`src/rtl/result_display_pkg.sv`:
```
// Shared definitions for result_display: active-low glyphs, FSM states, display width.
// RESULT_DISPLAY_BCD_EN selects decimal display with a CONVERT state; otherwise the word is shown in hex.
package result_display_pkg;

  localparam int DISP_W = 16;

  localparam logic [6:0] SEG_0     = 7'b1000000;
  localparam logic [6:0] SEG_1     = 7'b1111001;
  localparam logic [6:0] SEG_2     = 7'b0100100;
  localparam logic [6:0] SEG_3     = 7'b0110000;
  localparam logic [6:0] SEG_4     = 7'b0011001;
  localparam logic [6:0] SEG_5     = 7'b0010010;
  localparam logic [6:0] SEG_6     = 7'b0000010;
  localparam logic [6:0] SEG_7     = 7'b1111000;
  localparam logic [6:0] SEG_8     = 7'b0000000;
  localparam logic [6:0] SEG_9     = 7'b0010000;
  localparam logic [6:0] SEG_A     = 7'b0001000;
  localparam logic [6:0] SEG_B     = 7'b0000011;
  localparam logic [6:0] SEG_C     = 7'b1000110;
  localparam logic [6:0] SEG_D     = 7'b0100001;
  localparam logic [6:0] SEG_E     = 7'b0000110;
  localparam logic [6:0] SEG_F     = 7'b0001110;
  localparam logic [6:0] SEG_DASH  = 7'b0111111;
  localparam logic [6:0] SEG_BLANK = 7'b1111111;

  // In decimal mode a nibble of 4'hF marks a dash; the all-dash word flags overflow.
  localparam logic [3:0]        DASH_CODE   = 4'hF;
  localparam logic [DISP_W-1:0] DISP_DASHES = {(DISP_W/4){DASH_CODE}};

`ifdef RESULT_DISPLAY_BCD_EN
  typedef enum logic [1:0] {ST_IDLE, ST_CONVERT, ST_DWELL} state_t;
`else
  typedef enum logic [0:0] {ST_IDLE, ST_DWELL} state_t;
`endif

  function automatic logic [6:0] hex_glyph(input logic [3:0] v);
    logic [6:0] g;
    case (v)
      4'h0: g = SEG_0;
      4'h1: g = SEG_1;
      4'h2: g = SEG_2;
      4'h3: g = SEG_3;
      4'h4: g = SEG_4;
      4'h5: g = SEG_5;
      4'h6: g = SEG_6;
      4'h7: g = SEG_7;
      4'h8: g = SEG_8;
      4'h9: g = SEG_9;
      4'hA: g = SEG_A;
      4'hB: g = SEG_B;
      4'hC: g = SEG_C;
      4'hD: g = SEG_D;
      4'hE: g = SEG_E;
      default: g = SEG_F;
    endcase
    return g;
  endfunction

  function automatic logic [6:0] dec_glyph(input logic [3:0] v);
    logic [6:0] g;
    if (v <= 4'd9)
      g = hex_glyph(v);
    else if (v == DASH_CODE)
      g = SEG_DASH;
    else
      g = SEG_BLANK;
    return g;
  endfunction

endpackage

```
`src/rtl/result_display_bcd_convert.sv`:
```
// Sequential double-dabble: one bit per cycle over N cycles, starting from bin when start is high.
// done and bcd are valid together during the cycle whose closing edge performs the final step.
module bcd_convert import result_display_pkg::*; #(
  parameter int N = 16
) (
  input  logic              clk,
  input  logic              nrst,
  input  logic              start,
  input  logic [N-1:0]      bin,
  output logic              done,
  output logic [DISP_W-1:0] bcd,
  output logic              ovf
);

  localparam int CW = $clog2(N + 1);

  logic [N-1:0]      sh_q;
  logic [N-1:0]      src;
  logic [DISP_W-1:0] bcd_q;
  logic [DISP_W-1:0] adj;
  logic [CW-1:0]     cnt_q;
  logic              busy_q;
  logic              ovf_q;
  logic              big;

  // Only four digits are kept; anything above 9999 is flagged instead of converted.
  if (N > 13) begin : g_wide
    assign big = (bin > N'(9999));
  end else begin : g_narrow
    assign big = 1'b0;
  end

  always_comb begin
    src = start ? bin : sh_q;
    adj = start ? '0 : bcd_q;
    for (int i = 0; i < DISP_W / 4; i++) begin
      if (adj[4*i +: 4] > 4'd4)
        adj[4*i +: 4] = adj[4*i +: 4] + 4'd3;
    end
  end

  assign bcd  = {adj[DISP_W-2:0], src[N-1]};
  assign done = start ? (N == 1) : (busy_q && (cnt_q == CW'(1)));
  assign ovf  = start ? big : ovf_q;

  always_ff @(posedge clk) begin
    if (!nrst) begin
      sh_q   <= '0;
      bcd_q  <= '0;
      cnt_q  <= '0;
      busy_q <= 1'b0;
      ovf_q  <= 1'b0;
    end else if (start) begin
      sh_q   <= src << 1;
      bcd_q  <= bcd;
      cnt_q  <= CW'(N - 1);
      busy_q <= (N > 1);
      ovf_q  <= big;
    end else if (busy_q) begin
      sh_q  <= src << 1;
      bcd_q <= bcd;
      cnt_q <= cnt_q - CW'(1);
      if (cnt_q == CW'(1))
        busy_q <= 1'b0;
    end
  end

endmodule

```
`src/rtl/result_display.sv`:
```
// Accepts result words over a valid/ready handshake, holds each for DWELL cycles and scans it onto
// a 4-digit active-low seven-segment display. Define RESULT_DISPLAY_BCD_EN for decimal output.
module result_display import result_display_pkg::*; #(
  parameter int N           = 16,
  parameter int DWELL       = 50_000_000,
  parameter int REFRESH_DIV = 100_000
) (
  input  logic         clk,
  input  logic         nrst,
  input  logic         in_valid,
  output logic         in_ready,
  input  logic [N-1:0] in0,
  output logic [6:0]   seg,
  output logic [3:0]   an,
  output logic         dp
);

  localparam int DW = (DWELL > 1) ? $clog2(DWELL) : 1;
  localparam int RW = (REFRESH_DIV > 1) ? $clog2(REFRESH_DIV) : 1;

  state_t            state;
  state_t            state_next;
  logic [N-1:0]      cap;
  logic [DW-1:0]     dwell_cnt;
  logic              accept;
  logic              dwell_last;
  logic [DISP_W-1:0] disp;

  assign in_ready   = (state == ST_IDLE);
  assign accept     = in_valid && in_ready;
  assign dwell_last = (dwell_cnt == DW'(DWELL - 1));
  assign dp         = 1'b1;

  always_ff @(posedge clk) begin
    if (!nrst)
      state <= ST_IDLE;
    else
      state <= state_next;
  end

  always_ff @(posedge clk) begin
    if (!nrst) begin
      cap       <= '0;
      dwell_cnt <= '0;
    end else begin
      if (accept)
        cap <= in0;
      if (state == ST_DWELL && !dwell_last)
        dwell_cnt <= dwell_cnt + DW'(1);
      else
        dwell_cnt <= '0;
    end
  end

`ifdef RESULT_DISPLAY_BCD_EN
  logic              start_q;
  logic              conv_done;
  logic              conv_ovf;
  logic [DISP_W-1:0] conv_bcd;

  // Conversion starts the cycle after accept so it reads the already-latched word.
  always_ff @(posedge clk) begin
    if (!nrst)
      start_q <= 1'b0;
    else
      start_q <= accept;
  end

  bcd_convert #(.N(N)) u_bcd (
    .clk   (clk),
    .nrst  (nrst),
    .start (start_q),
    .bin   (cap),
    .done  (conv_done),
    .bcd   (conv_bcd),
    .ovf   (conv_ovf)
  );

  always_ff @(posedge clk) begin
    if (!nrst)
      disp <= '0;
    else if (state == ST_CONVERT && conv_done)
      disp <= conv_ovf ? DISP_DASHES : conv_bcd;
  end

  function automatic logic [6:0] digit_glyph(input logic [3:0] v);
    return dec_glyph(v);
  endfunction
`else
  assign disp = DISP_W'(cap);

  function automatic logic [6:0] digit_glyph(input logic [3:0] v);
    return hex_glyph(v);
  endfunction
`endif

  always_comb begin
    state_next = state;
    case (state)
`ifdef RESULT_DISPLAY_BCD_EN
      ST_IDLE:    if (accept) state_next = ST_CONVERT;
      ST_CONVERT: if (conv_done) state_next = ST_DWELL;
`else
      ST_IDLE:    if (accept) state_next = ST_DWELL;
`endif
      ST_DWELL:   if (dwell_last) state_next = ST_IDLE;
      default:    state_next = ST_IDLE;
    endcase
  end

  logic [RW-1:0] div_cnt;
  logic [1:0]    idx;
  logic [1:0]    idx_next;
  logic          div_wrap;
  logic [6:0]    seg_q;
  logic [3:0]    an_q;
  logic [3:0]    an_next;

  assign div_wrap = (div_cnt == RW'(REFRESH_DIV - 1));
  assign idx_next = div_wrap ? idx + 2'd1 : idx;
  assign an_next  = ~(4'b0001 << idx_next);

  // seg and an are computed from the same upcoming index so they always switch on one edge.
  always_ff @(posedge clk) begin
    if (!nrst) begin
      div_cnt <= '0;
      idx     <= 2'd0;
      an_q    <= 4'b1110;
      seg_q   <= SEG_0;
    end else begin
      div_cnt <= div_wrap ? '0 : div_cnt + RW'(1);
      idx     <= idx_next;
      an_q    <= an_next;
      seg_q   <= digit_glyph(disp[4*idx_next +: 4]);
    end
  end

  assign seg = seg_q;
  assign an  = an_q;

endmodule

```
`config.mk`:
```
export PLATFORM = sky130hd
export DESIGN_NAME = result_display
export DESIGN_NICKNAME = d
export VERILOG_FILES = /design/src/rtl/result_display_pkg.sv /design/src/rtl/result_display_bcd_convert.sv /design/src/rtl/result_display.sv
export SDC_FILE = /design/constraint.sdc
export NUM_CORES = 1
export LEC_CHECK = 0
export CAP_MARGIN = 20
export CORE_MARGIN = 2
export CORE_UTILIZATION = 51
export CTS_CLUSTER_DIAMETER = 50
export DETAILED_ROUTE_END_ITERATION = 10
export PLACE_DENSITY = 0.75
export SLEW_MARGIN = 10
export SYNTH_ARGS = -nofsm -noshare
export SYNTH_HDL_FRONTEND = slang
export SYNTH_SLANG_ARGS = --single-unit
```
`constraint.sdc`:
```
create_clock -name clk -period 2.5 [get_ports clk]
set_input_delay 0.375 -clock clk [delete_from_list [all_inputs] [get_ports clk]]
set_output_delay 0.375 -clock clk [all_outputs]
set_load 0.05 [all_outputs]
```
==> flow_results.org, run 1 <==
** Floorplan
- Die X-Extent :: between 80 and 90 um
- Initial cell density of the core :: 0.531
- # rows :: 29
- Total I/O pin count :: 32
- The core region is 6420 um2.
- DIE HEIGHT :: ~86 um
- Total Die Area :: between 7000 and 8000 um2

** Setup path
- Worst r2r dst :: seg[0]
- Critical-path maximum fanout :: 5
- Worst-path cell with the longest stage delay :: sky130_fd_sc_hd__or3b_1
- Walking the worst path, the cells encountered are ha_4 -> and4_4 -> nand4_4 -> mux2_2 -> mux2i_4 -> buf_4 -> ha_4 -> nand2_1 -> or3b_1 -> o311ai_1.
- Buffering stage count on the worst path with inverters included :: 1
- Path depth of the worst reg2reg path :: 10
- Worst setup EP type :: flop
- On the worst path, the slowest cell contributes a delay of 0.39 ns.
- Data required time at the worst endpoint :: approximately 2.8 ns
- The most numerous cell type found on the critical path is sky130_fd_sc_hd__ha_4.
- Crit Reg-Reg Startpoint :: div_cnt[0]
- STA classifies the critical path startpoint as a flop.
- The critical path in this run is classified as flop to flop.
- STA puts the critical path data arrival time at 2.57 ns.
- Grouping stages by cell kind, the critical path spends the most delay in simple AND/OR/NAND/NOR gates.
- The worst register-to-register path has a setup slack of roughly 0.18 ns.

** Placement
- Detail Placement HPWL :: roughly 4300 um
- Input and output buffers added on the ports amount to 30.
- At the end of routability-driven placement, the weighted congestion stood at approximately 0.84.

** Timing
- Post-route clock period utilization :: 0.928
- For the final database, setup skew stands at slightly below 0.01 ns.
- After layout, the minimum clock period comes to approximately 2.3 ns.
- For this run, the top clock speed supported by timing is around 430 MHz.
- Number of endpoints with negative hold slack in the final report :: 0
- Measured against its own limit, the worst slew margin works out to 0.660.
- Post-Route Setup TNS :: 0 ns
- Slew at the pin closest to its max-slew limit :: 0.499 ns
- Minimum hold slack :: 0.454 ns
- # setup viols final :: 0
- Setup repair after global routing left no endpoint under its margin.
- The count of pins over their slew limit is 0.

** Synthesis
- Predominant post-synthesis flop cell :: sky130_fd_sc_hd__dfxtp_1
- For this run, the register share of the synthesized area comes to 0.428.
- Count of different cell masters after synthesis :: 50
- In this run, synthesis inferred 0 flip-flops with an integrated enable.
- In the synthesized netlist, the number of instances is ~370.
- Total of warnings raised by yosys :: 0
- FFs w/ async S/R, synth :: 0
- Counting every net in the synthesized netlist gives 394.
- Cell Area, Synth :: 3410 um2
- Mean instance size in the synthesized netlist :: about 9.3 um2
- After synthesis the netlist holds a flip-flop and latch count of 73.

** Power and ir drop
- Of the total power, the share spent switching nets is 0.225.
- Of the total power, combinational logic draws 0.092.
- Internal power of the cells :: 0.00199 W
- The analysis attributes to net switching a power of a little under 0.0006 W.
- The share of total power dissipated in sequential elements is 0.474.
- In this run the static leakage power is 1.54 nW.
- Power density relative to cell area :: 631 nW/um2
- The share of total power dissipated in the clock network is 0.435.
- Maximum VDD drop :: approximately 0.54 mV

** Detailed routing
- Via count of the routed design :: about 2500
- Mean number of vias per cell :: roughly 5.2
- The pre-antenna-repair detailed-routing pass consisted of 7 iterations.
- After detailed routing, the average wire length per cell comes to around 13 um.
- In the routed design, unresolved DRC markers number 2.
- Antenna viol nets, final :: 0
- Wires add up to between 6000 and 7000 um.
- The detailed router finished its first iteration with 61 violations.

** Clock tree
- Number of clock buffers inserted by TritonCTS :: 9
- CTS tree :: done
- In this run the number of H-tree levels came out at 3.
- The clock drives 73 sinks.
- Master cell of the clock root buffer :: sky130_fd_sc_hd__clkbuf_8
- Clock-pin transition on the worst setup and hold timing paths :: roughly 0.07 ns
- Clock latency reported for the late side of the worst-skew pair :: ~0.35 ns
- Buffers inserted to repair hold after CTS numbered 0.
- Maximum count of clock buffers along a single path :: 2

** Global routing
- Overall routing resource usage :: 0.186
- Entering global routing, the biggest net connects 25 pins.
- Total congestion overflow :: 0
- Vias in the first global route :: between 2000 and 2500
- First-pass GRT wire length :: between 10000 and 15000 um
- Initial antenna violation count :: 0

** Cells and area
- The library cells used most frequently in the layout, excluding fill and tap cells, are sky130_fd_sc_hd__dfxtp_1 (71), sky130_fd_sc_hd__nand2_1 (56), sky130_fd_sc_hd__nor2_1 (51), sky130_fd_sc_hd__clkdlybuf4s50_1 (30), sky130_fd_sc_hd__xor2_1 (29).
- Area overhead of the layout relative to synthesis :: 19.4%
- Most common cell after layout, fill and taps aside :: sky130_fd_sc_hd__dfxtp_1
- The final layout contains around 430 nets.
- Of the cells placed in the final design, the portion with a size suffix greater than 1 is 0.118.
- The number of antenna diodes in the final layout is 0.
- Total of fill cells in the finished design :: approximately 540

** Worst hold path
- The startpoint identified for the worst hold timing path is div_cnt[0].
- End of the worst hold path :: div_cnt[0]
- Worst Hold Depth :: 1
- Kind of path behind the tightest hold check :: flop to flop

** Run status
- Status :: finished, violations left
- Violations in the final reports :: DRC

** Job
- Max Cap Viol :: 0
[state kept, by name, summed over array words and instances (netlist names)]
register	count
state	1
an	4
cap	16
seg	7
idx	2
dwell_cnt	26
div_cnt	17
[power groups by stage]
| stage | registers (W) | clock network, W | logic (W) |
|---|---|---|---|
| finish | 0.00122 | 0.00112 | 0.000235 |
| global route | 0.00122 | 0.00119 | 0.000259 |
| CTS | 0.00122 | 0.00114 | 0.000232 |
| detailed placement | 0.00124 | 0 | 0.000231 |
| global placement | 0.00124 | 0 | 0.000229 |
| floorplan | 0.00127 | 0 | 0.000131 |
[metrics by stage]
stage                     utilization  worst slack [ns]  std cells  instance area [um2]  power, W
after global placement          0.590             0.129        467                 3790   0.00147
after detailed placement        0.590            0.0598        467                 3790   0.00147
final                           0.634             0.179        484                 4070   0.00257
after floorplan                     -            0.0919        367                 3410   0.00140
after CTS                       0.628            0.0445        483                 4040   0.00259
after global routing            0.634            0.0483        484                 4070   0.00267
[Yosys cell counts, types with 3 or more instances]
master | instances | area (um2)
sky130_fd_sc_hd__a21boi_0 | 16 | 120
sky130_fd_sc_hd__and2_1 | 4 | 25.0
sky130_fd_sc_hd__and3_1 | 7 | 43.8
sky130_fd_sc_hd__buf_4 | 3 | 22.5
sky130_fd_sc_hd__clkbuf_1 | 8 | 30.0
sky130_fd_sc_hd__dfxtp_1 | 73 | 1460
sky130_fd_sc_hd__ha_1 | 8 | 100
sky130_fd_sc_hd__inv_1 | 8 | 30.0
sky130_fd_sc_hd__mux2_2 | 6 | 67.6
sky130_fd_sc_hd__mux2i_1 | 5 | 50.1
sky130_fd_sc_hd__mux4_2 | 4 | 90.1
sky130_fd_sc_hd__nand2_1 | 56 | 210
sky130_fd_sc_hd__nand3_1 | 21 | 105
sky130_fd_sc_hd__nand3b_1 | 4 | 30.0
sky130_fd_sc_hd__nand4_1 | 8 | 50.1
sky130_fd_sc_hd__nor2_1 | 51 | 191
sky130_fd_sc_hd__nor3_1 | 5 | 25.0
sky130_fd_sc_hd__nor3b_1 | 3 | 22.5
sky130_fd_sc_hd__xnor2_1 | 10 | 87.6
sky130_fd_sc_hd__xor2_1 | 29 | 254
[area by class of cell]
cell class                 instances  area, um2  share of cell area
multi-input combinational        272       1860               0.458
tap                               77       96.3              0.0237
clock buffer                      11        141              0.0347
timing repair buffer              38        373              0.0916
inverter                           8       30.0             0.00738
clock inverter                     5        103              0.0252
sequential                        73       1460               0.360
[worst max path at each step]
stage	from	to	slack (ns)	cells past startpoint
after CTS	div_cnt[0]	seg[0]	0.04	9
after global routing	div_cnt[1]	seg[0]	0.05	10
after floorplan	div_cnt[0]	seg[0]	0.09	9
after detailed placement	div_cnt[0]	seg[5]	0.06	9
final	div_cnt[0]	seg[0]	0.18	10
after global placement	div_cnt[0]	seg[0]	0.13	9
[routing by layer]
metal / track usage / share of wire / vias to the layer above
li1: - / - / 1310
met1: 0.239 / 0.49 / 1156
met2: 0.295 / 0.45 / 34
met3: 0.0462 / 0.035 / 11
met4: 0.0880 / 0.020 / 0
met5: 0 / 0 / -
[logic make-up after synthesis]
family                   synth area share
AND/OR/NAND/NOR                     0.260
flip-flops                          0.428
XOR/XNOR                            0.105
AO/OA/AOI/OAI                      0.0701
buffers and inverters              0.0323
multiplexers                       0.0741
adder cells (fa/ha/maj)            0.0293
other                             0.00110
[what timing repair did]
item,CTS,global route
endpoints found under the setup margin,0,3
endpoints found under the hold margin,0,0
gates resized for setup,0,6
setup buffers,0,1
Power figures use the tool's default switching activity.
==> run 2: changes to the inputs <==
--- a/config.mk
+++ b/config.mk
@@ -7,10 +7,10 @@
 export LEC_CHECK = 0
 export CAP_MARGIN = 20
 export CORE_MARGIN = 2
-export CORE_UTILIZATION = 51
+export CORE_UTILIZATION = 55
 export CTS_CLUSTER_DIAMETER = 50
 export DETAILED_ROUTE_END_ITERATION = 10
-export PLACE_DENSITY = 0.75
+export PLACE_DENSITY = 0.77
 export SLEW_MARGIN = 10
 export SYNTH_ARGS = -nofsm -noshare
 export SYNTH_HDL_FRONTEND = slang
==> constraint.sdc (replaced) <==
create_clock -name clk -period 2.97 [get_ports clk]
set_input_delay 0.4455 -clock clk [delete_from_list [all_inputs] [get_ports clk]]
set_output_delay 0.4455 -clock clk [all_outputs]
set_load 0.05 [all_outputs]
==> flow_results.org, run 2 (synthesis results as in run 1) <==
** Global routing
- Largest net degree at the start of global routing :: 22
- Initial antenna violation count :: 0
- Overall routing resource usage :: 0.196
- Total congestion overflow :: 0
- The number of global-route vias before repair is 2332.
- The first global-routing pass estimated roughly 10000 um of wire.

** Setup path
- Minimum setup slack among reg-to-reg paths :: just under 0.3 ns
- The number of buffers and inverters on the critical path is 0.
- Worst-path cell with the longest stage delay :: sky130_fd_sc_hd__or3b_1
- The worst setup path is launched from a flop.
- Crit path cell chain :: ha_1 -> and4_4 -> nand4_4 -> mux2_2 -> mux2i_4 -> ha_1 -> nand2_1 -> or3b_1 -> o311ai_1
- Worst path depth :: 9
- The worst setup path is captured at a flop.
- Path depth of the worst reg2reg path :: 9
- In this run the worst path has a maximum fanout of 10.
- The endpoint identified for the worst register-to-register timing path is seg[0].
- Data arrival at the endpoint of the critical path :: 2.91 ns
- Crit Reg-Reg Startpoint :: div_cnt[0]
- Data on the critical path is required at its endpoint by 3.21 ns.
- Family of cells with the greatest summed delay on the critical path :: simple AND/OR/NAND/NOR gates
- The largest single stage delay on the critical path is 0.40 ns.
- The critical path is of the flop to flop type.
- Most used cell along the critical path :: sky130_fd_sc_hd__ha_1

** Floorplan
- Initial cell density of the core :: 0.573
- The total area inside the core boundary comes to 5960 um2.
- The floorplan step defined a die boundary enclosing between 6000 and 7000 um2.
- DIE HEIGHT :: about 83 um
- After floorplanning, the core was divided into 28 placement rows.
- Total I/O pin count :: 32
- Die X-Extent :: approximately 83 um

** Detailed routing
- Antenna viol nets, final :: 0
- The pre-antenna-repair detailed-routing pass consisted of 4 iterations.
- After detailed routing, the number of vias per cell comes to roughly 5.2.
- Post-Route WL :: ~6000 um
- For this run, design rule violations remaining after detail routing come to 0.
- After the first detailed-routing iteration, the DRC count stood at between 60 and 70.
- Wirelength per Cell :: 12.4 um
- Summing over every cut layer, the via total after detailed routing is ~2500.

** Timing
- Slew at the pin closest to its max-slew limit :: 0.584 ns
- Post-route clock skew :: ~0.0066 ns
- Of the available clock period, the critical path in the final layout requires 0.900.
- Setup repair after global routing left no endpoint under its margin.
- Headroom to the max-slew limit came out at 0.610.
- Timing would allow up to between 300 and 400 MHz.
- # setup viols final :: 0
- After routing, the total negative slack on setup checks comes to 0 ns.
- Hold timing on the final database bottoms out at a slack of 0.464 ns.
- Final Slew Violations :: 0
- The final number of hold-violating endpoints was 0.
- Time the worst path needs with I/O delays and setup :: 2.67 ns

** Job
- Max-cap violations in this run came to 0.

** Clock tree
- Post-CTS repair changed the size of 0 cells.
- Clock-pin slew was measured on the worst setup and hold paths at ~0.070 ns.
- Clock latency reported for the late side of the worst-skew pair :: ~0.33 ns
- CTS hold repair buffers :: 0
- CTS tree :: done
- Buffers inserted during post-CTS setup optimization :: 0
- Maximum count of clock buffers along a single path :: 2
- The tree is rooted in a sky130_fd_sc_hd__clkbuf_8.
- Maximum level of the CTS H-tree :: 3
- TritonCTS Sinks :: 73
- Number of clock buffers inserted by TritonCTS :: 9

** Cells and area
- Number of nets at the end of the flow :: approximately 430
- dwell_cnt holds more flip-flops than any other register.
- Highest-count cells in the layout ignoring fill and taps :: sky130_fd_sc_hd__dfxtp_1 (73), sky130_fd_sc_hd__nand2_1 (56), sky130_fd_sc_hd__nor2_1 (51), sky130_fd_sc_hd__clkdlybuf4s50_1 (30), sky130_fd_sc_hd__xor2_1 (29)
- Largest register FFs :: 26
- Area overhead of the layout relative to synthesis :: 17.2%
- Fill cells in the final layout number approximately 500.
- The largest registers in the layout are dwell_cnt: 26 flops, div_cnt: 17 flops, cap: 16 flops.
- Post-route non-filler standard cell count :: about 480
- Antenna cells :: 0
- Across the whole layout, storage elements account for between 1000 and 1500 um2.
- Once layout is complete, the utilization of the core stands at 0.671.
- Leaving out fill and tap cells, the most frequent cell in the layout is sky130_fd_sc_hd__dfxtp_1.
- Fraction of final layout cells sized beyond drive strength 1 :: 0.102
- Summing all multi-input logic gate instances after layout gives roughly 1800 um2.

** Placement
- Placed insts :: 462
- Port Buffers :: 30
- GP Congestion :: 0.799
- Detail Placement HPWL :: 4150 um

** Power and ir drop
- Power density relative to cell area :: about 540 nW/um2
- Static leakage :: 1.53 nW
- Maximum VDD drop :: 0.364 mV

** Worst hold path
- For hold timing, the worst endpoint is div_cnt[0].
- Worst Hold Depth :: 1
- Worst hold start :: div_cnt[0]
- The min-delay analysis places its worst path in the category flop to flop.

** Run status
- Status :: finished, final reports clean
==> run 2: changes by cell type in the layout (fill, tap and decap cells not counted) <==
cell                         change
sky130_fd_sc_hd__buf_4           -3
sky130_fd_sc_hd__clkinv_2        +2
sky130_fd_sc_hd__dfxtp_1         +2
sky130_fd_sc_hd__dfxtp_2         -2
sky130_fd_sc_hd__ha_1            +2
sky130_fd_sc_hd__ha_4            -2
sky130_fd_sc_hd__buf_12          -1
sky130_fd_sc_hd__clkbuf_1        -1
sky130_fd_sc_hd__clkinvlp_4      -1
==> run 2: final cells by class <==
class	instances	share of cell area
Inverter	8	0.00751
Clock buffer	10	0.0344
Tap cell	75	0.0235
Sequential cell	73	0.366
Clock inverter	6	0.0263
Multi-Input combinational cell	272	0.460
Timing Repair Buffer	34	0.0826
==> run 2: worst max path at each step <==
stage	start	end
finish	div_cnt[0]	seg[0]
global route	div_cnt[0]	seg[0]
CTS	div_cnt[0]	seg[0]
detailed placement	div_cnt[0]	seg[0]
global placement	div_cnt[0]	seg[0]
floorplan	div_cnt[0]	seg[0]
==> run 2: stage by stage <==
stage	power [W]	instance area, um2	setup slack (ns)
after floorplan	0.00117	3410	0.562
after global placement	0.00123	3750	0.428
after detailed placement	0.00124	3750	0.314
after CTS	0.00217	4000	0.295
after global routing	0.00223	4000	0.0883
final	0.00214	4000	0.297
==> run 2: power by group <==
part	switching, W	internal, W
Sequential	0.0000196	0.00101
Clock	0.000354	0.000577
Combinational	0.000104	0.0000824
==> run 2: layer usage <==
metal / part of all wire / GRT usage / vias to the layer above
met5: 0 / 0 / -
met4: 0.0071 / 0.0836 / 0
met3: 0.039 / 0.0543 / 4
met2: 0.45 / 0.292 / 46
met1: 0.51 / 0.266 / 1141
li1: - / - / 1302
==> run 3: changes to the inputs <==
--- a/config.mk
+++ b/config.mk
@@ -10,8 +10,10 @@
 export CORE_UTILIZATION = 55
 export CTS_CLUSTER_DIAMETER = 50
 export DETAILED_ROUTE_END_ITERATION = 10
+export GPL_ROUTABILITY_DRIVEN = 0
 export PLACE_DENSITY = 0.77
 export SLEW_MARGIN = 10
 export SYNTH_ARGS = -nofsm -noshare
 export SYNTH_HDL_FRONTEND = slang
 export SYNTH_SLANG_ARGS = --single-unit
+export TNS_END_PERCENT = 20
==> results of run 3 <==
Same layout as run 2: the final DEF is identical, and so are final timing and power.
